$ cat src/rtl/uart_spi_bridge.sv
// UART <-> SPI-slave bridge. Bytes received on the UART are queued for the SPI
// master to read on miso; words written by the SPI master on mosi are queued
// for transmission on the UART. Everything runs on one clock, and every
// external pin is brought in through a 2-flop synchroniser.
module uart_spi_bridge #(
    parameter int DATA_W       = 8,
    parameter int FIFO_DEPTH   = 4,
    parameter int CLKS_PER_BIT = 16
) (
    input  logic                          clk,
    input  logic                          reset,
    input  logic [1:0]                    freq_control,
    input  logic                          uart_rx_d_in,
    output logic                          uart_tx_d_out,
    input  logic                          cs_bar,
    input  logic                          sclk,
    input  logic                          mosi,
    output logic                          miso,
    output logic                          uart_rx_valid,
    output logic                          spi_rx_valid,
    output logic [$clog2(FIFO_DEPTH):0]   u2s_count,
    output logic [$clog2(FIFO_DEPTH):0]   s2u_count,
    output logic                          overflow,
    output logic                          frame_err,
    input  logic                          clear_err
);

    localparam int PW       = $clog2(FIFO_DEPTH);
    localparam int CW       = PW + 1;
    localparam int PERIOD_W = $clog2(CLKS_PER_BIT * 8) + 1;
    localparam int BC_W     = $clog2(DATA_W) + 1;

    typedef enum logic [1:0] {StIdle, StStart, StData, StStop} state_e;

    // ---------------------------------------------------------------- synchronisers
    logic r_rx_s1, r_rx_s2, r_rx_q;
    logic r_cs_s1, r_cs_s2, r_cs_q;
    logic r_sclk_s1, r_sclk_s2, r_sclk_q;
    logic r_mosi_s1, r_mosi_s2;

    // Two-flop synchronisers plus one history flop for edge detection.
    always_ff @(posedge clk) begin
        if (reset) begin
            {r_rx_s1, r_rx_s2, r_rx_q}       <= 3'b111;
            {r_cs_s1, r_cs_s2, r_cs_q}       <= 3'b111;
            {r_sclk_s1, r_sclk_s2, r_sclk_q} <= 3'b000;
            {r_mosi_s1, r_mosi_s2}           <= 2'b00;
        end else begin
            {r_rx_s1, r_rx_s2, r_rx_q}       <= {uart_rx_d_in, r_rx_s1, r_rx_s2};
            {r_cs_s1, r_cs_s2, r_cs_q}       <= {cs_bar, r_cs_s1, r_cs_s2};
            {r_sclk_s1, r_sclk_s2, r_sclk_q} <= {sclk, r_sclk_s1, r_sclk_s2};
            {r_mosi_s1, r_mosi_s2}           <= {mosi, r_mosi_s1};
        end
    end

    logic w_rx_fall, w_cs_fall, w_cs_rise, w_sclk_rise, w_sclk_fall;
    assign w_rx_fall   = r_rx_q & ~r_rx_s2;
    assign w_cs_fall   = r_cs_q & ~r_cs_s2;
    assign w_cs_rise   = ~r_cs_q & r_cs_s2;
    assign w_sclk_rise = ~r_sclk_q & r_sclk_s2;
    assign w_sclk_fall = r_sclk_q & ~r_sclk_s2;

    logic [PERIOD_W-1:0] w_period_sel;
    assign w_period_sel = PERIOD_W'(CLKS_PER_BIT) << freq_control;

    // ---------------------------------------------------------------- FIFO wiring
    logic [DATA_W-1:0] r_u2s_mem [FIFO_DEPTH];
    logic [PW-1:0]     r_u2s_wr, r_u2s_rd;
    logic [CW-1:0]     r_u2s_cnt;
    logic [DATA_W-1:0] r_s2u_mem [FIFO_DEPTH];
    logic [PW-1:0]     r_s2u_wr, r_s2u_rd;
    logic [CW-1:0]     r_s2u_cnt;

    logic w_u2s_push, w_u2s_pop, w_u2s_full, w_u2s_avail, w_u2s_wr_en;
    logic w_s2u_push, w_s2u_pop, w_s2u_full, w_s2u_avail, w_s2u_wr_en;
    logic [DATA_W-1:0] w_s2u_wdata;

    assign w_u2s_full  = (r_u2s_cnt == CW'(FIFO_DEPTH));
    assign w_u2s_avail = (r_u2s_cnt != '0);
    assign w_s2u_full  = (r_s2u_cnt == CW'(FIFO_DEPTH));
    assign w_s2u_avail = (r_s2u_cnt != '0);
    // A push into a full FIFO still lands if the same cycle frees a slot.
    assign w_u2s_wr_en = w_u2s_push & (~w_u2s_full | w_u2s_pop);
    assign w_s2u_wr_en = w_s2u_push & (~w_s2u_full | w_s2u_pop);

    // ---------------------------------------------------------------- UART RX
    state_e              r_rx_state;
    logic [PERIOD_W-1:0] r_rx_cnt, r_rx_period;
    logic [BC_W-1:0]     r_rx_bits;
    logic [DATA_W-1:0]   r_rx_shift;
    logic                r_rx_valid;
    logic                w_rx_half, w_rx_tick, w_rx_ferr;

    assign w_rx_half  = (r_rx_cnt == (r_rx_period >> 1) - PERIOD_W'(1));
    assign w_rx_tick  = (r_rx_cnt == r_rx_period - PERIOD_W'(1));
    assign w_u2s_push = (r_rx_state == StStop) & w_rx_tick & r_rx_s2;
    assign w_rx_ferr  = (r_rx_state == StStop) & w_rx_tick & ~r_rx_s2;

    // Receive FSM: mid-bit sampling, start-bit glitch rejection, LSB first.
    always_ff @(posedge clk) begin
        if (reset) begin
            r_rx_state  <= StIdle;
            r_rx_cnt    <= '0;
            r_rx_period <= PERIOD_W'(CLKS_PER_BIT);
            r_rx_bits   <= '0;
            r_rx_shift  <= '0;
            r_rx_valid  <= 1'b0;
        end else begin
            r_rx_valid <= 1'b0;
            case (r_rx_state)
                StIdle: begin
                    if (w_rx_fall) begin
                        r_rx_state  <= StStart;
                        r_rx_cnt    <= '0;
                        r_rx_period <= w_period_sel;
                    end
                end
                StStart: begin
                    if (w_rx_half) begin
                        r_rx_cnt   <= '0;
                        r_rx_bits  <= '0;
                        r_rx_state <= r_rx_s2 ? StIdle : StData;
                    end else begin
                        r_rx_cnt <= r_rx_cnt + PERIOD_W'(1);
                    end
                end
                StData: begin
                    if (w_rx_tick) begin
                        r_rx_cnt   <= '0;
                        r_rx_shift <= {r_rx_s2, r_rx_shift[DATA_W-1:1]};
                        r_rx_bits  <= r_rx_bits + BC_W'(1);
                        if (r_rx_bits == BC_W'(DATA_W - 1)) r_rx_state <= StStop;
                    end else begin
                        r_rx_cnt <= r_rx_cnt + PERIOD_W'(1);
                    end
                end
                StStop: begin
                    if (w_rx_tick) begin
                        r_rx_state <= StIdle;
                        r_rx_valid <= r_rx_s2;
                    end else begin
                        r_rx_cnt <= r_rx_cnt + PERIOD_W'(1);
                    end
                end
                default: r_rx_state <= StIdle;
            endcase
        end
    end

    // ---------------------------------------------------------------- UART TX
    state_e              r_tx_state;
    logic [PERIOD_W-1:0] r_tx_cnt, r_tx_period;
    logic [BC_W-1:0]     r_tx_bits;
    logic [DATA_W-1:0]   r_tx_shift;
    logic                r_tx_out;
    logic                w_tx_tick;

    assign w_tx_tick = (r_tx_cnt == r_tx_period - PERIOD_W'(1));
    // A new frame may start from idle or directly as the stop bit ends.
    assign w_s2u_pop = ((r_tx_state == StIdle) | ((r_tx_state == StStop) & w_tx_tick))
                       & w_s2u_avail;

    // Transmit FSM: start bit, DATA_W bits LSB first, stop bit.
    always_ff @(posedge clk) begin
        if (reset) begin
            r_tx_state  <= StIdle;
            r_tx_cnt    <= '0;
            r_tx_period <= PERIOD_W'(CLKS_PER_BIT);
            r_tx_bits   <= '0;
            r_tx_shift  <= '0;
            r_tx_out    <= 1'b1;
        end else if (w_s2u_pop) begin
            r_tx_state  <= StStart;
            r_tx_cnt    <= '0;
            r_tx_period <= w_period_sel;
            r_tx_shift  <= r_s2u_mem[r_s2u_rd];
            r_tx_out    <= 1'b0;
        end else begin
            case (r_tx_state)
                StIdle: r_tx_out <= 1'b1;
                StStart: begin
                    if (w_tx_tick) begin
                        r_tx_cnt   <= '0;
                        r_tx_bits  <= '0;
                        r_tx_out   <= r_tx_shift[0];
                        r_tx_state <= StData;
                    end else begin
                        r_tx_cnt <= r_tx_cnt + PERIOD_W'(1);
                    end
                end
                StData: begin
                    if (w_tx_tick) begin
                        r_tx_cnt <= '0;
                        if (r_tx_bits == BC_W'(DATA_W - 1)) begin
                            r_tx_out   <= 1'b1;
                            r_tx_state <= StStop;
                        end else begin
                            r_tx_out   <= r_tx_shift[1];
                            r_tx_shift <= {1'b0, r_tx_shift[DATA_W-1:1]};
                            r_tx_bits  <= r_tx_bits + BC_W'(1);
                        end
                    end else begin
                        r_tx_cnt <= r_tx_cnt + PERIOD_W'(1);
                    end
                end
                StStop: begin
                    if (w_tx_tick) r_tx_state <= StIdle;
                    else           r_tx_cnt   <= r_tx_cnt + PERIOD_W'(1);
                end
                default: r_tx_state <= StIdle;
            endcase
        end
    end

    // ---------------------------------------------------------------- SPI slave
    logic [DATA_W-1:0] r_spi_rx, r_spi_tx;
    logic [BC_W-1:0]   r_spi_bits;
    logic              r_spi_reload, r_spi_valid;
    logic              w_spi_active, w_spi_load;

    assign w_spi_active = ~r_cs_s2;
    // Load on select, and again on the falling edge after each completed word.
    assign w_spi_load   = w_cs_fall | (w_spi_active & w_sclk_fall & r_spi_reload);
    assign w_u2s_pop    = w_spi_load & w_u2s_avail;
    assign w_s2u_push   = w_spi_active & w_sclk_rise & (r_spi_bits == BC_W'(DATA_W - 1));
    assign w_s2u_wdata  = {r_spi_rx[DATA_W-2:0], r_mosi_s2};

    // Mode-0 shifter: capture mosi on rising sclk, advance miso on falling sclk.
    always_ff @(posedge clk) begin
        if (reset) begin
            r_spi_rx     <= '0;
            r_spi_tx     <= '0;
            r_spi_bits   <= '0;
            r_spi_reload <= 1'b0;
            r_spi_valid  <= 1'b0;
        end else begin
            r_spi_valid <= 1'b0;
            if (w_cs_rise) begin
                // Deselect drops any partial word.
                r_spi_bits   <= '0;
                r_spi_reload <= 1'b0;
            end else if (w_spi_active) begin
                if (w_cs_fall) r_spi_bits <= '0;
                if (w_sclk_rise) begin
                    r_spi_rx <= w_s2u_wdata;
                    if (w_s2u_push) begin
                        r_spi_bits   <= '0;
                        r_spi_reload <= 1'b1;
                        r_spi_valid  <= 1'b1;
                    end else begin
                        r_spi_bits <= r_spi_bits + BC_W'(1);
                    end
                end
                if (w_spi_load) begin
                    r_spi_tx     <= w_u2s_avail ? r_u2s_mem[r_u2s_rd] : '0;
                    r_spi_reload <= 1'b0;
                end else if (w_sclk_fall) begin
                    r_spi_tx <= {r_spi_tx[DATA_W-2:0], 1'b0};
                end
            end
        end
    end

    // ---------------------------------------------------------------- FIFO state
    // Storage arrays; writes are gated off during reset so nothing partial lands.
    always_ff @(posedge clk) begin
        if (!reset && w_u2s_wr_en) r_u2s_mem[r_u2s_wr] <= r_rx_shift;
        if (!reset && w_s2u_wr_en) r_s2u_mem[r_s2u_wr] <= w_s2u_wdata;
    end

    // Pointer and occupancy tracking for both FIFOs.
    always_ff @(posedge clk) begin
        if (reset) begin
            r_u2s_wr  <= '0;
            r_u2s_rd  <= '0;
            r_u2s_cnt <= '0;
            r_s2u_wr  <= '0;
            r_s2u_rd  <= '0;
            r_s2u_cnt <= '0;
        end else begin
            if (w_u2s_wr_en) r_u2s_wr <= r_u2s_wr + PW'(1);
            if (w_u2s_pop)   r_u2s_rd <= r_u2s_rd + PW'(1);
            r_u2s_cnt <= r_u2s_cnt + CW'(w_u2s_wr_en) - CW'(w_u2s_pop);
            if (w_s2u_wr_en) r_s2u_wr <= r_s2u_wr + PW'(1);
            if (w_s2u_pop)   r_s2u_rd <= r_s2u_rd + PW'(1);
            r_s2u_cnt <= r_s2u_cnt + CW'(w_s2u_wr_en) - CW'(w_s2u_pop);
        end
    end

    // ---------------------------------------------------------------- error flags
    logic r_overflow, r_frame_err;
    logic w_ovf_set;
    assign w_ovf_set = (w_u2s_push & ~w_u2s_wr_en) | (w_s2u_push & ~w_s2u_wr_en);

    // Sticky error flags; clear_err wins over a same-cycle set.
    always_ff @(posedge clk) begin
        if (reset || clear_err) begin
            r_overflow  <= 1'b0;
            r_frame_err <= 1'b0;
        end else begin
            r_overflow  <= r_overflow | w_ovf_set;
            r_frame_err <= r_frame_err | w_rx_ferr;
        end
    end

    assign uart_tx_d_out = r_tx_out;
    assign miso          = w_spi_active & r_spi_tx[DATA_W-1];
    assign uart_rx_valid = r_rx_valid;
    assign spi_rx_valid  = r_spi_valid;
    assign u2s_count     = r_u2s_cnt;
    assign s2u_count     = r_s2u_cnt;
    assign overflow      = r_overflow;
    assign frame_err     = r_frame_err;

endmodule

$ cat config.mk
export PLATFORM = sky130hd
export DESIGN_NAME = uart_spi_bridge
export DESIGN_NICKNAME = d
export VERILOG_FILES = /design/src/rtl/uart_spi_bridge.sv
export SDC_FILE = /design/constraint.sdc
export NUM_CORES = 1
export LEC_CHECK = 0
export BUFFER_PORTS_ARGS = -buffer_cell sky130_fd_sc_hd__clkbuf_2
export CAP_MARGIN = 20
export CORE_UTILIZATION = 40
export DETAILED_ROUTE_END_ITERATION = 8
export HOLD_SLACK_MARGIN = 0.03
export PLACE_DENSITY = 0.63
export SLEW_MARGIN = 25
export SYNTH_ARGS = -nofsm -noshare
export SYNTH_HDL_FRONTEND = slang
export SYNTH_SLANG_ARGS = --single-unit
$ cat constraint.sdc
create_clock -name clk -period 3.4 [get_ports clk]
set_input_delay 0.34 -clock clk [delete_from_list [all_inputs] [get_ports clk]]
set_output_delay 0.34 -clock clk [all_outputs]
set_load 0.1 [all_outputs]
# [After elaboration in Yosys (flattened, before gate mapping)]
# Memory sizes are Yosys's and may differ from the RTL's. A register that Yosys moved wholly into a read port is not among the register bits.
# Index checks and enable logic that the tools add are counted.
# Widths: inputs -> output; s select.
[totals] regBits=110 mem_bits_rw=64 inputBits=9 memories=2
[memory_table] memory="r_s2u_mem" words=4 word_bits=8 rd=1 rd_ports_with_merged_regs=1 wr=1 line_no="70" rtl="logic [DATA_W-1:0] r_s2u_mem [FIFO_DEPTH];"
[memory_table] memory="r_u2s_mem" words=4 word_bits=8 rd=1 rd_ports_with_merged_regs=1 wr=1 line_no="67" rtl="logic [DATA_W-1:0] r_u2s_mem [FIFO_DEPTH];"
[op_classes] add_sub_neg=16 n_eq_ne=31 n_shift=1 mux=55 n_bitwise=41 n_reduce_logical=40
[ops] cell="$mux 8" n=13
[ops] cell="$mux 4" n=8
[ops] cell="$pmux 8 s4" n=1
[ops] cell="$mux 2" n=14
[ops] cell="$ne 2x2->1 const B" n=13
[ops] cell="$eq 8x8->1" n=3
[ops] cell="$and 1x1->1" n=20
[ops] cell="$reduce_and 5->1" n=4
[ops] cell="$reduce_and 3->1" n=6
[ops] cell="$reduce_bool 2->1" n=9
[ops] cell="$add 8x1->8 const B" n=2
[ops] cell="$pmux 4 s2" n=2
[ops] cell="$pmux 8 s2" n=1
[ops] cell="$sub 8x1->8 const B" n=2
[ops] cell="$not 1->1" n=14
[ops] cell="$mux 1" n=13
[ops] cell="$add 4x1->4 const B" n=3
[ops] cell="$eq 4x3->1 const B" n=3
[ops] cell="$ne 3x3->1 const B" n=4
[ops] cell="$reduce_and 2->1" n=5
[ops] cell="$reduce_bool 3->1" n=3
[ops] cell="$add 2x1->2 const B" n=4
[ops] cell="$eq 2x2->1 const B" n=4
[ops] cell="$pmux 2 s4" n=1
[ops] cell="17 further kinds" n=32

# [Logic depth before layout (Yosys ltp)]
[logic_depth] ltp_word=12 mapped_depth=15

# [Worst setup path before layout]
# OpenSTA, ideal clock, no wires.
[synth_timing] path_type="register to register" from="register r_s2u_cnt[2] (netlist: s2u_count[2])" to="register r_s2u_cnt[2] (netlist: s2u_count[2])" setup_time_ns=0.128 t_arrival_ns=2.973 slack_ns=0.299 path_stages_with_launch=11 period_less_slack_ns=3.101 cell_sequence="dfxtp_1 o31ai_1 o41a_2 buf_2 nand2_1 o21ai_0 ha_1 fa_1 xnor2_1 xnor2_1 nor2_1"
[synth_via] elab_chain_cells=6 elab_cells_between_ends=8 cone_classes="2 x add/sub; 1 x eq/ne; 4 x bitwise; 1 x reduce/logical"
[synth_lines] item="start: declaration" line_no="72" rtl="logic [CW-1:0] r_s2u_cnt;"
[synth_lines] item="start signal: assignment" line_no="286" rtl="r_s2u_cnt <= r_s2u_cnt + CW'(w_s2u_wr_en) - CW'(w_s2u_pop);"
[synth_lines] item="$reduce_bool 3->1 / $eq 3x3->1 (equally long branches)" line_no="81, 80"
[synth_lines] item="$and 1x1->1 / $not 1->1 (equally long branches)" line_no="161, 84"
[synth_lines] item="$or 1x1->1" line_no="84" rtl="assign w_s2u_wr_en = w_s2u_push & (~w_s2u_full | w_s2u_pop);"
[synth_lines] item="$and 1x1->1" line_no="84"
[synth_lines] item="$add 3x1->3" line_no="286"
[synth_lines] item="$sub 3x1->3 *" line_no="286"
# Mark *: on every way between the ends. The rest lies on a longest branch, timed or not.
# A chain may end at the register's enable or synchronous reset.

# [Final worst setup path]
[layout_timing] from="register r_rx_period[4]" to="register r_u2s_cnt[2] (netlist: u2s_count[2])"
[layout_via] elab_chain_cells=7
[layout_lines] item="start: declaration" line_no="88" rtl="logic [PERIOD_W-1:0] r_rx_cnt, r_rx_period;"
[layout_lines] item="start signal: assignment" line_no="104" rtl="r_rx_period <= PERIOD_W'(CLKS_PER_BIT);"
[layout_lines] item="start signal: assignment" line_no="115" rtl="r_rx_period <= w_period_sel;"
[layout_lines] item="$sub 8x1->8" line_no="95" rtl="assign w_rx_tick = (r_rx_cnt == r_rx_period - PERIOD_W'(1));"
[layout_lines] item="$eq 8x8->1" line_no="95"
[layout_lines] item="$and 1x1->1 (2 in a row)" line_no="96" rtl="assign w_u2s_push = (r_rx_state == StStop) & w_rx_tick & r_rx_s2;"
[layout_lines] item="$and 1x1->1" line_no="83" rtl="assign w_u2s_wr_en = w_u2s_push & (~w_u2s_full | w_u2s_pop);"
[layout_lines] item="$add 3x1->3" line_no="283" rtl="r_u2s_cnt <= r_u2s_cnt + CW'(w_u2s_wr_en) - CW'(w_u2s_pop);"
[layout_lines] item="$sub 3x1->3" line_no="283"
[layout_lines] item="end signal: assignment" line_no="283"
[layout_lines] item="end: declaration" line_no="69" rtl="logic [CW-1:0] r_u2s_cnt;"
# No other way between the ends.

==> reports/results.ini <==
[status]
violations=design-rule violations
status=complete, but fails checks

[min_path]
hold_depth=2
min_to=r_rx_s1
hold_start=uart_rx_d_in
hold_class=input pin to flip-flop

[global_route]
grt_use_met3_pct=4.26
grt_pass1_wl_mm=24.4
antenna_found_initial=0
grt_use_total_pct=16.2
gr-total-overflow=0
grt-busiest-layer=met2
grt_pass1_vias=4982
grt_use_met2_pct=27.2
use_met1_pct=19.2
grt_max_degree=61

[floorplan]
start_util_pct=41.1
die_w_um=138
die_height_um=138
die_area_mm2=0.0191
io-pin-count=21
core_mm2=0.0181
row_count=49

[timing]
finalHoldViolations=0
max_freq_mhz=319
finalCritPeriodShare_pct=92.1
finalSetupViolCount=0
relSlewSlack_pct=49.2
period_minus_slack_ps=3130
worst_pin_slew_ps=756
fin_worst_skew_ps=8.76
layout_setup_ws_ps=270
finalSetupTns_ps=0
drv_slew=0
rsz0062_at_grt=false

[routing]
wl_mm=14.3
drt_pass1_iterations=6
wire_per_inst_um=15.4
avgViaCountPerCell=5.32
detail_route.drc_violations=2
final_antenna_net_count=0
vias=4957
initialDrtViolationCount=224

[cells_and_area]
drive_above_1_share_pct=14.4
fin_util_pct=46.1
fin_nets=725
mostFrequentLayoutCells=dfxtp_1 (106), nor2_1 (67), edfxtp_1 (64)
fillers=1633
final_common_cell=dfxtp_1
antenna_cells=0
syn2layout_area_growth_pct=12.1

[clock_tree]
ctsLongestPathBuffers=2
clock-sinks=170
tritoncts=done
path_clk_slew_ps=70
clockRootBuffer=clkbuf_16
clkLatencyLatePin_ps=430
hold_buffers=0
htreeDepth=4
cts_buffers=17

[critical_path]
crit_buf_inv=4
worstSetupPathType=flip-flop to flip-flop
worstRegToRegCells=15
crit_path_top_delay_cell=dfxtp_1
rrSetupSlack_ps=270
critPathLaunchType=flip-flop
r2r-start=r_rx_period[4]
cp_max_fo=5
r2r_end=u2s_count[2]
crit_family=adder cells
end_kind=flip-flop
cp.arrival_ps=3430
crit_chain=inv_1 -> ha_1 -> xnor2_1 -> xor2_1 -> nand4_1 -> nor3_2 -> inv_1 -> ha_1 -> inv_1 -> ha_1 -> inv_1 -> fa_1 -> xor2_1 -> xnor2_1 -> nor2_1
path_common_cell=inv_1
crit_required_ps=3700
max_stage_delay_ps=450

[run]
drv_cap=0

[synth]
postSynthAreaPerCell_um2=11.0
syn_nets=713
async_flop_share_pct=0
ys.flop_type=dfxtp_1
synthCells=678
synth_cell_type_count=59
yosysSeqAreaShare_pct=54.4
yosysWarnings=0
syn-cell-area_mm2=0.00743
synth-seq-cells=170
synth_edf_count=64

[pwr]
powerDensity_mw_per_mm2=646
ir_worst_vdd_v=0.000421
leakagePower_uw=0.00296

[placed_design]
place_ws_ps=246
gp_congestion=0.806
dp_hpwl_mm=9.78
portBuffers=20

==> what timing repair did <==
| action | in CTS | in global routing |
|---|---|---|
| endpoints found under the hold margin | 0 | 0 |
| endpoints found under the setup margin | 0 | 1 |
| setup buffers | 0 | 0 |
| gates resized for setup | 0 | 1 |
==> report_power, final <==
part | total, µW | internal, µW | switching [µW]
sequential | 2370 | 2230 | 139
combinational | 1110 | 432 | 679
clock | 1900 | 1040 | 863
==> metrics by stage <==
stage | cell area (µm²) | cells | hold WS [ps] | power [µW]
final | 8330 | 932 | 85.9 | 5380
after global routing | 8330 | 932 | 72.3 | 5660
after CTS | 8330 | 932 | 70.6 | 5430
after detailed placement | 7740 | 900 | 399 | 3520
after global placement | 7740 | 900 | 393 | 3470
after floorplan | 7430 | 678 | 389 | 3310
==> final cells by class <==
| type | instances | area [µm²] | share of cell area (%) |
|---|---|---|---|
| timing repair buffer | 29 | 170 | 2.04 |
| inverter | 19 | 71.3 | 0.856 |
| sequential | 170 | 4040 | 48.5 |
| multi-input combinational | 453 | 3170 | 38.1 |
| clock inverter | 15 | 161 | 1.94 |
| tap | 229 | 287 | 3.44 |
| clock buffer | 17 | 425 | 5.11 |
==> sequential cells by signal (all words and copies together), names as in the netlist, 2 cells and up, named ones only <==
name / cells
r_u2s_wr: 2
r_u2s_mem: 32
r_spi_rx: 7
r_tx_shift: 8
r_u2s_rd: 2
r_tx_state: 2
u2s_count: 3
r_tx_period: 4
r_rx_bits: 4
r_rx_shift: 8
r_spi_tx: 8
s2u_count: 3
r_spi_bits: 4
r_s2u_mem: 32
r_rx_cnt: 8
r_s2u_rd: 2
r_tx_cnt: 8
r_tx_bits: 4
r_rx_period: 4
r_s2u_wr: 2
==> cells by family (layout without fill, tap and decap cells) <==
| family | after synthesis | after routing | share of synthesized area [%] |
|---|---|---|---|
| and+or+nand+nor | 235 | 235 | 16.0 |
| DFF | 170 | 170 | 54.4 |
| AOI/OAI and AO/OA | 127 | 127 | 11.1 |
| buffers and inverters | 55 | 80 | 2.95 |
| muxes | 35 | 35 | 7.44 |
| xor gates and xnor gates | 30 | 30 | 3.54 |
| adders and majority gates | 26 | 26 | 4.58 |
==> layer usage <==
layer | wire length [µm] | up-vias | share of wire [%]
li1 | - | 2470 | -
met4 | 279 | 0 | 1.9
met2 | 7130 | 76 | 50
met5 | 0 | - | 0
met1 | 6410 | 2388 | 45
met3 | 508 | 23 | 3.5
==> Yosys cell counts, types with 3 or more instances <==
cell type    n  area, µm²
dfxtp_1    106       2120
nor2_1      67        251
edfxtp_1    64       1920
nand2_1     47        176
a21oi_1     34        170
o21ai_0     28        140
nor3_1      26        130
ha_1        24        300
xnor2_1     22        193
clkbuf_1    19       71.3
inv_1       19       71.3
nand3_1     19       95.1
mux2i_1     17        170
mux4_2      16        360
nor2b_1     16        100
a211oi_1    11       82.6
a221oi_1    11       96.3
buf_1        9       33.8
nand2b_1     9       56.3
or2_2        9       56.3
a21o_1       8       60.1
and2_1       8       50.1
xor2_1       8       70.1
a31oi_1      7       43.8
buf_2        7       35.0
a22oi_1      5       37.5
and3_1       5       31.3
nand3b_1     5       37.5
or3_1        5       31.3
o31ai_1      4       30.0
a31o_2       3       26.3
nor3_2       3       30.0
==> worst max-delay path by stage <==
stage                               from           end  slack, ps  cells after the start
final                     r_rx_period[4]  u2s_count[2]        270                     15
after detailed placement  r_rx_period[4]  u2s_count[2]        250                     15
after CTS                 r_rx_period[4]  u2s_count[2]        240                     15
after floorplan             s2u_count[2]  s2u_count[2]        300                     10
after global routing      r_rx_period[4]  u2s_count[2]         20                     15
after global placement    r_rx_period[4]  u2s_count[2]        310                     15
Note: power is estimated with default switching activity, not from simulation.
